[config.mk]
export PLATFORM = sky130hd
export DESIGN_NAME = sd_wb_sequencer
export DESIGN_NICKNAME = d
export VERILOG_FILES = /design/src/rtl/sd_wb_sequencer.sv
export SDC_FILE = /design/constraint.sdc
export NUM_CORES = 1
export LEC_CHECK = 0
export CAP_MARGIN = 25
export CORE_UTILIZATION = 30
export CTS_CLUSTER_DIAMETER = 100
export DETAILED_ROUTE_END_ITERATION = 10
export PLACE_DENSITY = 0.66
export SLEW_MARGIN = 20
export SYNTH_ARGS = -nofsm -noshare
export SYNTH_HDL_FRONTEND = slang
export SYNTH_SLANG_ARGS = --single-unit
[constraint.sdc]
create_clock -name clock -period 2.9 [get_ports clock]
set_input_delay 0.58 -clock clock [delete_from_list [all_inputs] [get_ports clock]]
set_output_delay 0.58 -clock clock [all_outputs]
set_load 0.05 [all_outputs]
[src/rtl/sd_wb_sequencer.sv]
// sd_wb_sequencer: runs one SD command job on a Wishbone host controller
// (write argument, write command, poll status, read 128-bit response).
// Optional per-bus-cycle ack timeout: define SD_WB_SEQ_TIMEOUT_EN.
module sd_wb_sequencer #(
    parameter logic [4:0]  ADR_ARG     = 5'h02,
    parameter logic [4:0]  ADR_CMD     = 5'h03,
    parameter logic [4:0]  ADR_STAT    = 5'h04,
    parameter logic [4:0]  ADR_RESP    = 5'h05,
    parameter int unsigned POLL_MAX    = 16,
    parameter int unsigned ACK_TIMEOUT = 64
) (
    input  logic         clock,
    input  logic         reset,
    input  logic         start,
    input  logic [5:0]   cmd_index,
    input  logic [31:0]  cmd_arg,
    output logic         busy,
    output logic         done,
    output logic [1:0]   err_code,
    output logic [127:0] resp,
    output logic         wb_we_o,
    output logic [4:0]   wb_adr_o,
    output logic         wb_stb_o,
    output logic [127:0] wb_dat_o,
    input  logic [127:0] wb_dat_i,
    input  logic         wb_ack_i,
    input  logic         wb_err_i
);

    localparam int unsigned   PW        = $clog2(POLL_MAX + 1);
    localparam logic [PW-1:0] POLL_LAST = PW'(POLL_MAX - 1);

    typedef enum logic [2:0] {
        S_IDLE, S_WR_ARG, S_WR_CMD, S_POLL, S_RD_RESP, S_DONE
    } state_e;

    typedef enum logic [1:0] {
        ERR_OK   = 2'b00,
        ERR_BUS  = 2'b01,
        ERR_TMO  = 2'b10,
        ERR_POLL = 2'b11
    } err_e;

    state_e         state_q, state_d;
    err_e           err_q, err_d;
    logic           stb_q, stb_d;
    logic           we_q, we_d;
    logic [4:0]     adr_q, adr_d;
    logic [127:0]   dat_q, dat_d;
    logic [127:0]   resp_q, resp_d;
    logic [5:0]     index_q, index_d;
    logic [31:0]    arg_q, arg_d;
    logic [PW-1:0]  poll_q, poll_d;

    logic bus_err;
    logic bus_ack;
    logic tmo_hit;
    logic cycle_end;

    // A simultaneous ack and err is treated as an error.
    assign bus_err   = stb_q & wb_err_i;
    assign bus_ack   = stb_q & wb_ack_i & ~wb_err_i;
    assign cycle_end = bus_err | bus_ack | tmo_hit;

`ifdef SD_WB_SEQ_TIMEOUT_EN
    localparam int unsigned   TW       = $clog2(ACK_TIMEOUT + 1);
    localparam logic [TW-1:0] TMO_LAST = TW'(ACK_TIMEOUT - 1);

    logic [TW-1:0] tmo_q, tmo_d;

    assign tmo_hit = stb_q & ~wb_ack_i & ~wb_err_i & (tmo_q == TMO_LAST);

    always_comb begin
        tmo_d = '0;
        if (stb_q && stb_d) begin
            tmo_d = tmo_q + TW'(1);
        end
    end

    always_ff @(posedge clock) begin
        if (!reset) begin
            tmo_q <= '0;
        end else begin
            tmo_q <= tmo_d;
        end
    end
`else
    assign tmo_hit = 1'b0;
`endif

    // NOTE: reset is synchronous and active-low; every flop uses <= so all
    // registers sample the same pre-edge values.
    always_ff @(posedge clock) begin
        if (!reset) begin
            state_q <= S_IDLE;
            err_q   <= ERR_OK;
            stb_q   <= 1'b0;
            we_q    <= 1'b0;
            adr_q   <= '0;
            dat_q   <= '0;
            resp_q  <= '0;
            index_q <= '0;
            arg_q   <= '0;
            poll_q  <= '0;
        end else begin
            state_q <= state_d;
            err_q   <= err_d;
            stb_q   <= stb_d;
            we_q    <= we_d;
            adr_q   <= adr_d;
            dat_q   <= dat_d;
            resp_q  <= resp_d;
            index_q <= index_d;
            arg_q   <= arg_d;
            poll_q  <= poll_d;
        end
    end

    always_comb begin
        state_d = state_q;
        unique case (state_q)
            S_IDLE: begin
                if (start) begin
                    state_d = S_WR_ARG;
                end
            end
            S_WR_ARG: begin
                if (bus_err || tmo_hit) begin
                    state_d = S_DONE;
                end else if (bus_ack) begin
                    state_d = S_WR_CMD;
                end
            end
            S_WR_CMD: begin
                if (bus_err || tmo_hit) begin
                    state_d = S_DONE;
                end else if (bus_ack) begin
                    state_d = S_POLL;
                end
            end
            S_POLL: begin
                if (bus_err || tmo_hit) begin
                    state_d = S_DONE;
                end else if (bus_ack) begin
                    if (wb_dat_i[0]) begin
                        state_d = S_RD_RESP;
                    end else if (poll_q == POLL_LAST) begin
                        state_d = S_DONE;
                    end
                end
            end
            S_RD_RESP: begin
                if (cycle_end) begin
                    state_d = S_DONE;
                end
            end
            S_DONE: begin
                state_d = S_IDLE;
            end
            default: begin
                state_d = S_IDLE;
            end
        endcase
    end

    // NOTE: every signal written here gets a default first, so no path
    // through the block leaves a variable unassigned and no latch appears.
    always_comb begin
        index_d = index_q;
        arg_d   = arg_q;
        resp_d  = resp_q;
        err_d   = err_q;
        poll_d  = poll_q;
        stb_d   = 1'b0;
        we_d    = 1'b0;
        adr_d   = '0;
        dat_d   = '0;
        busy    = (state_q != S_IDLE);
        done    = (state_q == S_DONE);

        if (state_q == S_IDLE && start) begin
            index_d = cmd_index;
            arg_d   = cmd_arg;
            resp_d  = '0;
            err_d   = ERR_OK;
            poll_d  = '0;
        end

        if (bus_err) begin
            err_d = ERR_BUS;
        end else if (tmo_hit) begin
            err_d = ERR_TMO;
        end else if (bus_ack) begin
            if (state_q == S_POLL && !wb_dat_i[0]) begin
                poll_d = poll_q + PW'(1);
                if (poll_q == POLL_LAST) begin
                    err_d = ERR_POLL;
                end
            end
            if (state_q == S_RD_RESP) begin
                resp_d = wb_dat_i;
            end
        end

        // A finished bus cycle always leaves one stb-low cycle before the next.
        if (state_d inside {S_WR_ARG, S_WR_CMD, S_POLL, S_RD_RESP} &&
            (!stb_q || !cycle_end)) begin
            stb_d = 1'b1;
            unique case (state_d)
                S_WR_ARG: begin
                    we_d  = 1'b1;
                    adr_d = ADR_ARG;
                    dat_d = {96'b0, arg_d};
                end
                S_WR_CMD: begin
                    we_d  = 1'b1;
                    adr_d = ADR_CMD;
                    dat_d = {122'b0, index_d};
                end
                S_POLL: begin
                    adr_d = ADR_STAT;
                end
                S_RD_RESP: begin
                    adr_d = ADR_RESP;
                end
                default: begin
                    stb_d = 1'b0;
                end
            endcase
        end
    end

    assign err_code = err_q;
    assign resp     = resp_q;
    assign wb_stb_o = stb_q;
    assign wb_we_o  = we_q;
    assign wb_adr_o = adr_q;
    assign wb_dat_o = dat_q;

endmodule

==> out/results.ini, run 1 <==
[status]
outcome=finished clean

[power_and_ir_drop]
p_int_mw=5.54
p_sw_frac=0.272
peakVddDrop_v=0.000380
p_clk_frac=0.443
power_density_nw_per_um2=599
pwr-share-seq=0.401
p_comb_frac=0.156
leakagePower_nw=4.58
switchingPower_mw=2.07

[sta]
hold_viol_final=0
slew_headroom=0.599
skew_ns=0.00962
grt_setup_unrepaired=no
fin_crit_ns=2.75
tightest_slew_ns=0.599
fin_ws_ns=0.148
fin_setup_tns_ns=0
min_period_over_period=0.949
slew_viol_final=0
whs_ns=0.463
fmax_ghz=0.363
setup_viol=0

[yosys]
synthMuxAreaShare=0.0482
synth_top_family_by_area=simple AND/OR/NAND/NOR gates
synth-compound-area-share=0.0990
synth_cell_type_count=40
synthSimpleGateAreaFrac=0.208
avgSynthCellArea_um2=8.64
yosys_warnings=0
synth_top_area_frac=0.509
synth-seq-cells=213
netlist_area_um2=8380
yosys.area.top_type=dfxtp_1
synth-xor-area-share=0.00209
ys_seq_area_frac=0.509
ys.flop_type=dfxtp_1
synth_area_leaders=dfxtp_1 (51%), buf_4 (9.0%), a21oi_1 (8.5%), nand3_1 (7.8%), nand2_1 (6.4%)
synthAdderAreaFrac=0.00299
synth_edf_count=0
syn_inst=970
async_flop_share=0

[worst_hold_path]
min_path_type=reg -> reg
holdPathStages=2

[clocking]
ctsResizeCount=0
holdBufCountCts=0
cts_buffers=25
cts_tree=yes
clk_latency_ns=0.52
clock-sinks=213
post_cts_buffers=0
clk_pin_slew_ns=0.06
clockRootBuffer=clkbuf_16
h-tree-depth=1
cts_buffer_depth=3

[route]
via_per_inst=4.47
drc_errors=0
drtAntennaViolNets=0
drt_iter0_drc=368
vias=7474
wirelength_mm=24.2
drt-wirelength-per-cell_um=14.5
detail_route.first_pass.iterations=4

[worst_setup_path]
cp_cell_sequence=nand2_1 > nor2_1 > clkdlybuf4s50_1
worst_setup_path_end_kind=output port
setup.worst_path.class=reg -> out
start_kind=register
cp.arrival_ns=2.17
crit_cells=3
reg2reg_depth=9
slowest_delay_ns=0.81
critPathSlowestCell=clkdlybuf4s50_1
required_ns=2.32
critical_path_buf_inv_count=1
crit_family=buffers and inverters
crit_fanout=10

[global_routing]
grt_start_max_net_pins=100
grt_pass1_wl_mm=37.0
antenna_found_initial=0
globalRouteOverflowTotal=0
grt_usage=0.159
grt_pass1_vias=6851

[layout]
final_area_um2=12700
drive_above_1_share=0.0715
n_antenna_cell=0
area_growth_pct=51.6
nNetsFinal=1455

[placed_design]
io_buffers=339
dp_hpwl_mm=16.4
dp_slack_ns=0.232
gpl.final_weighted_congestion=0.766
postPlaceCellArea_um2=11800

[die]
num_rows=60
die_w_um=169
io_pins=438
dieArea_um2=28600
core_um2=27200
initial_core_util=0.308
die_y_um=169

[flow_run]
maxCapViolCount=0

synthesized netlist by cell type, types with 2 or more instances:
cell type / number
nand2_1: 143
o21ai_0: 4
buf_6: 4
a211oi_1: 2
buf_1: 6
nor2_2: 20
dfxtp_1: 213
a21oi_1: 142
nor2_1: 64
a31oi_1: 2
mux2i_1: 39
ha_1: 2
inv_1: 3
buf_4: 100
nand3_1: 131
nor2b_1: 3
or3_1: 7
clkbuf_1: 38
nand3b_1: 3
buf_2: 23
and3_1: 2
stage by stage:
| step | std cells | total power, mW | util |
|---|---|---|---|
| 3_5_place_dp | 1627 | 4.30 | 0.434 |
| 4_1_cts | 1673 | 7.71 | 0.467 |
| 5_1_grt | 1673 | 7.89 | 0.467 |
| 6_report | 1673 | 7.60 | 0.467 |
| 2_1_floorplan | 1067 | 3.98 | - |
| 3_3_place_gp | 1627 | 4.29 | 0.434 |
cells in the final DEF (no fill, tap or decap), drive strengths merged, types with 2 or more instances in the layout:
| cell | n |
|---|---|
| clkinv | 4 |
| ha | 2 |
| nand2 | 143 |
| inv | 6 |
| a21oi | 142 |
| nor2b | 3 |
| nand3b | 3 |
| conb | 98 |
| o21ai | 5 |
| clkbuf | 34 |
| bufinv | 4 |
| clkdlybuf4s50 | 339 |
| dfxtp | 213 |
| nor2 | 84 |
| a211oi | 2 |
| or3 | 7 |
| nand3 | 131 |
| mux2i | 40 |
| a31oi | 2 |
| buf | 20 |
| and3 | 2 |
state kept, by name, indices dropped and copies added (netlist names):
signal	flops
state_q	3
wb_stb_o	1
wb_dat_o	32
wb_we_o	1
index_q	6
err_code	2
poll_q	5
resp	128
wb_adr_o	3
arg_q	32
final timing paths:
path	end	from	slack, ns
worst max-delay path	done	state_q[0]	0.15
worst min-delay path	resp[35]	resp[35]	0.46
worst max register to register	wb_dat_o[31]	poll_q[0]	0.46
worst min register to register	resp[35]	resp[35]	0.46
kinds of logic after synthesis:
family,after synthesis
and+or+nand+nor,381
buffers and inverters,174
DFF,213
muxes,40
other,1
AOI/OAI and AO/OA,157
xor gates and xnor gates,2
adders and majority gates,2
final cells by class:
type / count / area (um2)
multi-input combinational: 680 / 3410
sequential: 213 / 4260
tap: 372 / 465
fill: 2616 / 14500
clock inverter: 12 / 174
inverter: 3 / 13.8
timing repair buffer: 359 / 3640
clock buffer: 34 / 729
worst reg2reg max path, stage by stage (launching register included):
cell	delay, ns
dfxtp_1	0.34
ha_1	0.24
and3_1	0.20
ha_1	0.21
o21ai_0	0.30
o22ai_1	0.14
mux2i_2	0.39
nand4_4	0.12
buf_4	0.29
nor2_1	0.15
per-layer routing:
metal  track usage  share of wire
met5             0              0
met4        0.0462          0.019
met3        0.0381          0.077
met2         0.282           0.49
met1         0.191           0.41
power by group through the flow:
stage                     logic, mW  clock network (mW)  registers, mW
final                          1.19                3.37           3.05
after global routing           1.26                3.58           3.05
after CTS                      1.19                3.47           3.05
after detailed placement       1.18                   0           3.11
after global placement         1.18                   0           3.11
after floorplan               0.736                   0           3.25
No activity file was read; power rests on OpenSTA's default activity.
==> inputs of run 2 (changes only) <==
--- a/config.mk
+++ b/config.mk
@@ -6,10 +6,11 @@
 export NUM_CORES = 1
 export LEC_CHECK = 0
 export CAP_MARGIN = 25
-export CORE_UTILIZATION = 30
+export CORE_AREA = 2 2 171 173
 export CTS_CLUSTER_DIAMETER = 100
 export DETAILED_ROUTE_END_ITERATION = 10
-export PLACE_DENSITY = 0.66
+export DIE_AREA = 0 0 173 175
+export PLACE_DENSITY = 0.65
 export SLEW_MARGIN = 20
 export SYNTH_ARGS = -nofsm -noshare
 export SYNTH_HDL_FRONTEND = slang
==> out/results.ini, run 2 (synthesized netlist as in run 1, its figures left out) <==
[status]
outcome=finished clean

[die]
num_rows=62
die_y_um=175
die_w_um=173
io_pins=438
initial_core_util=0.295
dieArea_um2=30300
core_um2=28400

[power_and_ir_drop]
leakagePower_nw=4.45
finalPower_mw=6.99
pwr-share-seq=0.436
p_int_mw=5.01
power_density_nw_per_um2=560
p_sw_frac=0.283
p_comb_frac=0.170
peakVddDrop_v=0.000404
switchingPower_mw=1.98
p_clk_frac=0.394

[layout]
final_util=0.439
final_area_um2=12500
drive_above_1_share=0.0575
area_growth_pct=48.9
n_antenna_cell=0
layout_commonest_cell=clkdlybuf4s50_1
final_cell_mix=clkdlybuf4s50_1 (339), dfxtp_1 (213), nand2_1 (143), a21oi_1 (142), nand3_1 (130)
largest_reg_flops=128
nNetsFinal=1448

[worst_setup_path]
worst_setup_path_end_kind=output port
required_ns=2.32
crit_fanout=10
crit_start=state_q[1]
r2r_start=poll_q[0]
crit_family=buffers and inverters
start_kind=register
crit_path_end=busy
slowest_delay_ns=0.81
reg2reg_depth=9
critical_path_buf_inv_count=1
cp.arrival_ns=2.11
setup.worst_path.class=reg -> out
critPathSlowestCell=clkdlybuf4s50_1
rrSetupSlack_ns=0.50
crit_cells=2
timing.rr.end=wb_dat_o[31]
cp_cell_sequence=or3_1 > clkdlybuf4s50_1

[placed_design]
io_buffers=339
dp_hpwl_mm=17.6
gpl.final_weighted_congestion=0.802
postPlaceCellArea_um2=11800

[route]
wirelength_mm=25.3
detail_route.first_pass.iterations=5
vias=7394
drt-wirelength-per-cell_um=15.1
drc_errors=0
drt_iter0_drc=360
drtAntennaViolNets=0
via_per_inst=4.42

[clocking]
holdBufCountCts=0
h-tree-depth=1
clock-sinks=213
clk_latency_ns=0.50
clk_pin_slew_ns=0.05
cts_buffers=23
clockRootBuffer=clkbuf_16
post_cts_buffers=0
cts_buffer_depth=3
cts_tree=yes
ctsResizeCount=0

[sta]
whs_ns=0.464
min_period_over_period=0.929
fmax_ghz=0.371
fin_setup_tns_ns=0
slew_viol_final=0
fin_crit_ns=2.69
grt_setup_unrepaired=no
slew_headroom=0.433
setup_viol=0
tightest_slew_ns=0.850
skew_ns=0.00617
hold_viol_final=0

[worst_hold_path]
holdPathStages=2
min_path_type=reg -> reg

[flow_run]
maxCapViolCount=0

[global_routing]
grt_pass1_vias=6912
antenna_found_initial=0
globalRouteOverflowTotal=0
grt_pass1_wl_mm=38.4
grt_start_max_net_pins=174
grt_usage=0.155

run 2: changes by cell type in the layout (fill, tap and decap cells not counted), sizes merged:
cell and delta:
bufinv -3, buf -5, clkbuf -1, inv -2
clkinv -2
run 2: area by class of cell:
class	instances	area [um2]
clock inverters	5	56.3
multi-input cells	680	3410
inverters	3	13.8
well taps	384	480
fillers	2868	15900
clock buffers	33	633
flip-flops and latches	213	4260
repair buffers	354	3620
run 2: routing by layer:
metal / up-vias / global-route usage / share of wire
li1: 3636 / - / -
met1: 3451 / 0.187 / 0.41
met2: 281 / 0.274 / 0.50
met3: 26 / 0.0416 / 0.076
met4: 0 / 0.0395 / 0.016
met5: - / 0 / 0
run 2: how the worst min path moves through the flow:
stage,startpoint,end
final,resp[19],resp[19]
after global routing,resp[60],resp[60]
after CTS,resp[127],resp[127]
after global placement,poll_q[3],poll_q[3]
after floorplan,poll_q[3],poll_q[3]
after detailed placement,resp[127],resp[127]
run 2: power by group through the flow:
stage / Combinational [mW] / Clock (mW) / Sequential (mW)
detailed placement: 1.19 / 0 / 3.11
global route: 1.25 / 2.97 / 3.06
floorplan: 0.736 / 0 / 3.25
global placement: 1.19 / 0 / 3.11
finish: 1.19 / 2.75 / 3.05
CTS: 1.19 / 2.85 / 3.05
run 2: worst min-delay path, stage by stage, from the launching register on:
cell	delay (ns)
dfxtp_1	0.30
nand3_1	0.06
a21oi_1	0.06
run 2: through the flow:
| stage | setup slack [ns] | std cells |
|---|---|---|
| 2_1_floorplan | 0.818 | 1067 |
| 3_5_place_dp | 0.228 | 1634 |
| 5_1_grt | 0.0403 | 1672 |
| 6_report | 0.206 | 1672 |
| 3_3_place_gp | 0.317 | 1634 |
| 4_1_cts | 0.150 | 1672 |
==> inputs of run 3 (changes only) <==
--- a/config.mk
+++ b/config.mk
@@ -11,6 +11,7 @@
 export DETAILED_ROUTE_END_ITERATION = 10
 export DIE_AREA = 0 0 173 175
 export PLACE_DENSITY = 0.65
+export SETUP_SLACK_MARGIN = 0.3
 export SLEW_MARGIN = 20
 export SYNTH_ARGS = -nofsm -noshare
 export SYNTH_HDL_FRONTEND = slang
==> constraint.sdc (replaced) <==
create_clock -name clock -period 2.9 [get_ports clock]
set_input_delay 0.58 -clock clock [delete_from_list [all_inputs] [get_ports clock]]
set_output_delay 0.58 -clock clock [all_outputs]
set_load 0.1 [all_outputs]
==> out/results.ini, run 3 (synthesized netlist as in run 1, its figures left out) <==
[worst_setup_path]
crit_cells=9
cp_cell_sequence=ha_1 > and3_1 > ha_1 > o21ai_0 > o22ai_1 > mux2i_2 > nand4_4 > buf_12 > nor2_1
worst_setup_path_end_kind=register
setup.worst_path.class=reg -> reg
critical_path_buf_inv_count=1
rrSetupSlack_ns=0.57
timing.rr.end=wb_dat_o[31]
crit_family=compound AO/OA/AOI/OAI gates
cp.arrival_ns=2.78
critPathSlowestCell=mux2i_2
critPathMostFrequentCell=ha_1
start_kind=register
required_ns=3.35
crit_path_end=wb_dat_o[31]
slowest_delay_ns=0.38
crit_start=poll_q[0]
crit_fanout=26
reg2reg_depth=9
r2r_start=poll_q[0]

[global_routing]
grt_start_max_net_pins=100
antenna_found_initial=0
grt_pass1_wl_mm=38.2
grt_pass1_vias=6938
globalRouteOverflowTotal=0
grt_usage=0.154

[placed_design]
dp_hpwl_mm=17.7
dp_slack_ns=0.229
gpl.final_weighted_congestion=0.817
post-place-cells=1637
io_buffers=339

[route]
drc_errors=0
detail_route.first_pass.iterations=4
drtAntennaViolNets=0
vias=7408
wirelength_mm=25.1
via_per_inst=4.41
drt_iter0_drc=297
drt-wirelength-per-cell_um=15.0

[layout]
n_antenna_cell=0
drive_above_1_share=0.195
fill_cells=2863
area_growth_pct=45.4
nNetsFinal=1452
layout_commonest_cell=dfxtp_1
final_cell_mix=dfxtp_1 (213), buf_4 (179), clkdlybuf4s50_1 (170), nand2_1 (143), a21oi_1 (142)
final_util=0.429
final_cells=1681
largest_reg_flops=128

[sta]
min_period_over_period=0.804
fin_ws_ns=0.569
fmax_ghz=0.429
setup_viol=0
fin_setup_tns_ns=0
fin_crit_ns=2.33
tightest_slew_ns=0.768
hold_viol_final=0
skew_ns=0.00911
grt_setup_unrepaired=no
slew_viol_final=0
slew_headroom=0.486

[power_and_ir_drop]
power_density_nw_per_um2=635
switchingPower_mw=2.47
peakVddDrop_v=0.000310
p_sw_frac=0.319
p_int_mw=5.27
p_comb_frac=0.208
p_clk_frac=0.397
leakagePower_nw=4.86
finalPower_mw=7.74
pwr-share-seq=0.395

[clocking]
ctsResizeCount=0
clk_pin_slew_ns=0.06
cts_buffer_depth=3
clock-sinks=213
clockRootBuffer=clkbuf_16
cts_tree=yes
post_cts_buffers=0
holdBufCountCts=0
h-tree-depth=1
clk_latency_ns=0.51
cts_buffers=24

[worst_hold_path]
hold_start=poll_q[3]
min_path_type=reg -> reg

[die]
dieArea_um2=30300
initial_core_util=0.295
die_w_um=173
core_um2=28400
num_rows=62
die_y_um=175
io_pins=438

[flow_run]
maxCapViolCount=0

[status]
outcome=finished clean

[run 3: changes by cell type in the layout (fill, tap and decap cells not counted)]
| cell | before | now |
|---|---|---|
| clkdlybuf4s50_1 | 339 | 170 |
| bufinv_16 | 1 | 2 |
| buf_4 | 6 | 179 |
| buf_12 | 9 | 8 |
| clkbuf_1 | 8 | 7 |
| clkinv_4 | 0 | 1 |
| clkinv_2 | 2 | 3 |
| clkbuf_8 | 2 | 4 |
| clkbuf_16 | 23 | 25 |
[run 3: how the worst min path moves through the flow]
stage           endpoint  slack (ns)  cells past startpoint
3_5_place_dp   poll_q[3]        0.45                      1
5_1_grt        resp[113]        0.48                      2
4_1_cts        poll_q[3]        0.46                      1
6_report       poll_q[3]        0.46                      1
3_3_place_gp   poll_q[3]        0.44                      1
2_1_floorplan  poll_q[3]        0.41                      1
[run 3: layout make-up]
class | count | area (um2) | share of cell area
Tap cell | 384 | 480 | 0.0394
Clock buffer | 36 | 707 | 0.0580
Timing Repair Buffer | 357 | 3210 | 0.263
Sequential cell | 213 | 4260 | 0.350
Clock inverter | 8 | 100 | 0.00822
Multi-Input combinational cell | 680 | 3410 | 0.280
Inverter | 3 | 13.8 | 0.00113
[run 3: through the flow]
step / instance area [um2] / hold WS, ns
after floorplan: 8740 / 0.414
after global placement: 11400 / 0.441
after detailed placement: 11400 / 0.453
after CTS: 12200 / 0.465
after global routing: 12200 / 0.483
final: 12200 / 0.461
[run 3: power groups by stage]
| stage | clock (mW) | sequential [mW] | combinational (mW) |
|---|---|---|---|
| floorplan | 0 | 3.40 | 1.02 |
| global placement | 0 | 3.12 | 1.61 |
| detailed placement | 0 | 3.12 | 1.61 |
| CTS | 3.18 | 3.05 | 1.62 |
| global route | 3.27 | 3.06 | 1.68 |
| finish | 3.07 | 3.05 | 1.61 |
[run 3: routing by layer]
metal	global-route usage	part of all wire
met4	0.0501	0.024
met3	0.0366	0.066
met2	0.274	0.50
met1	0.184	0.41
met5	0	0
[run 3: worst reg2reg max path, delay by kind of cell, from the launching register on]
kind	cells	cell delay, ns
AOI/OAI and AO/OA	2	0.45
DFF	1	0.33
and+or+nand+nor	3	0.46
adders and majority gates	2	0.43
buffers and inverters	1	0.23
muxes	1	0.38
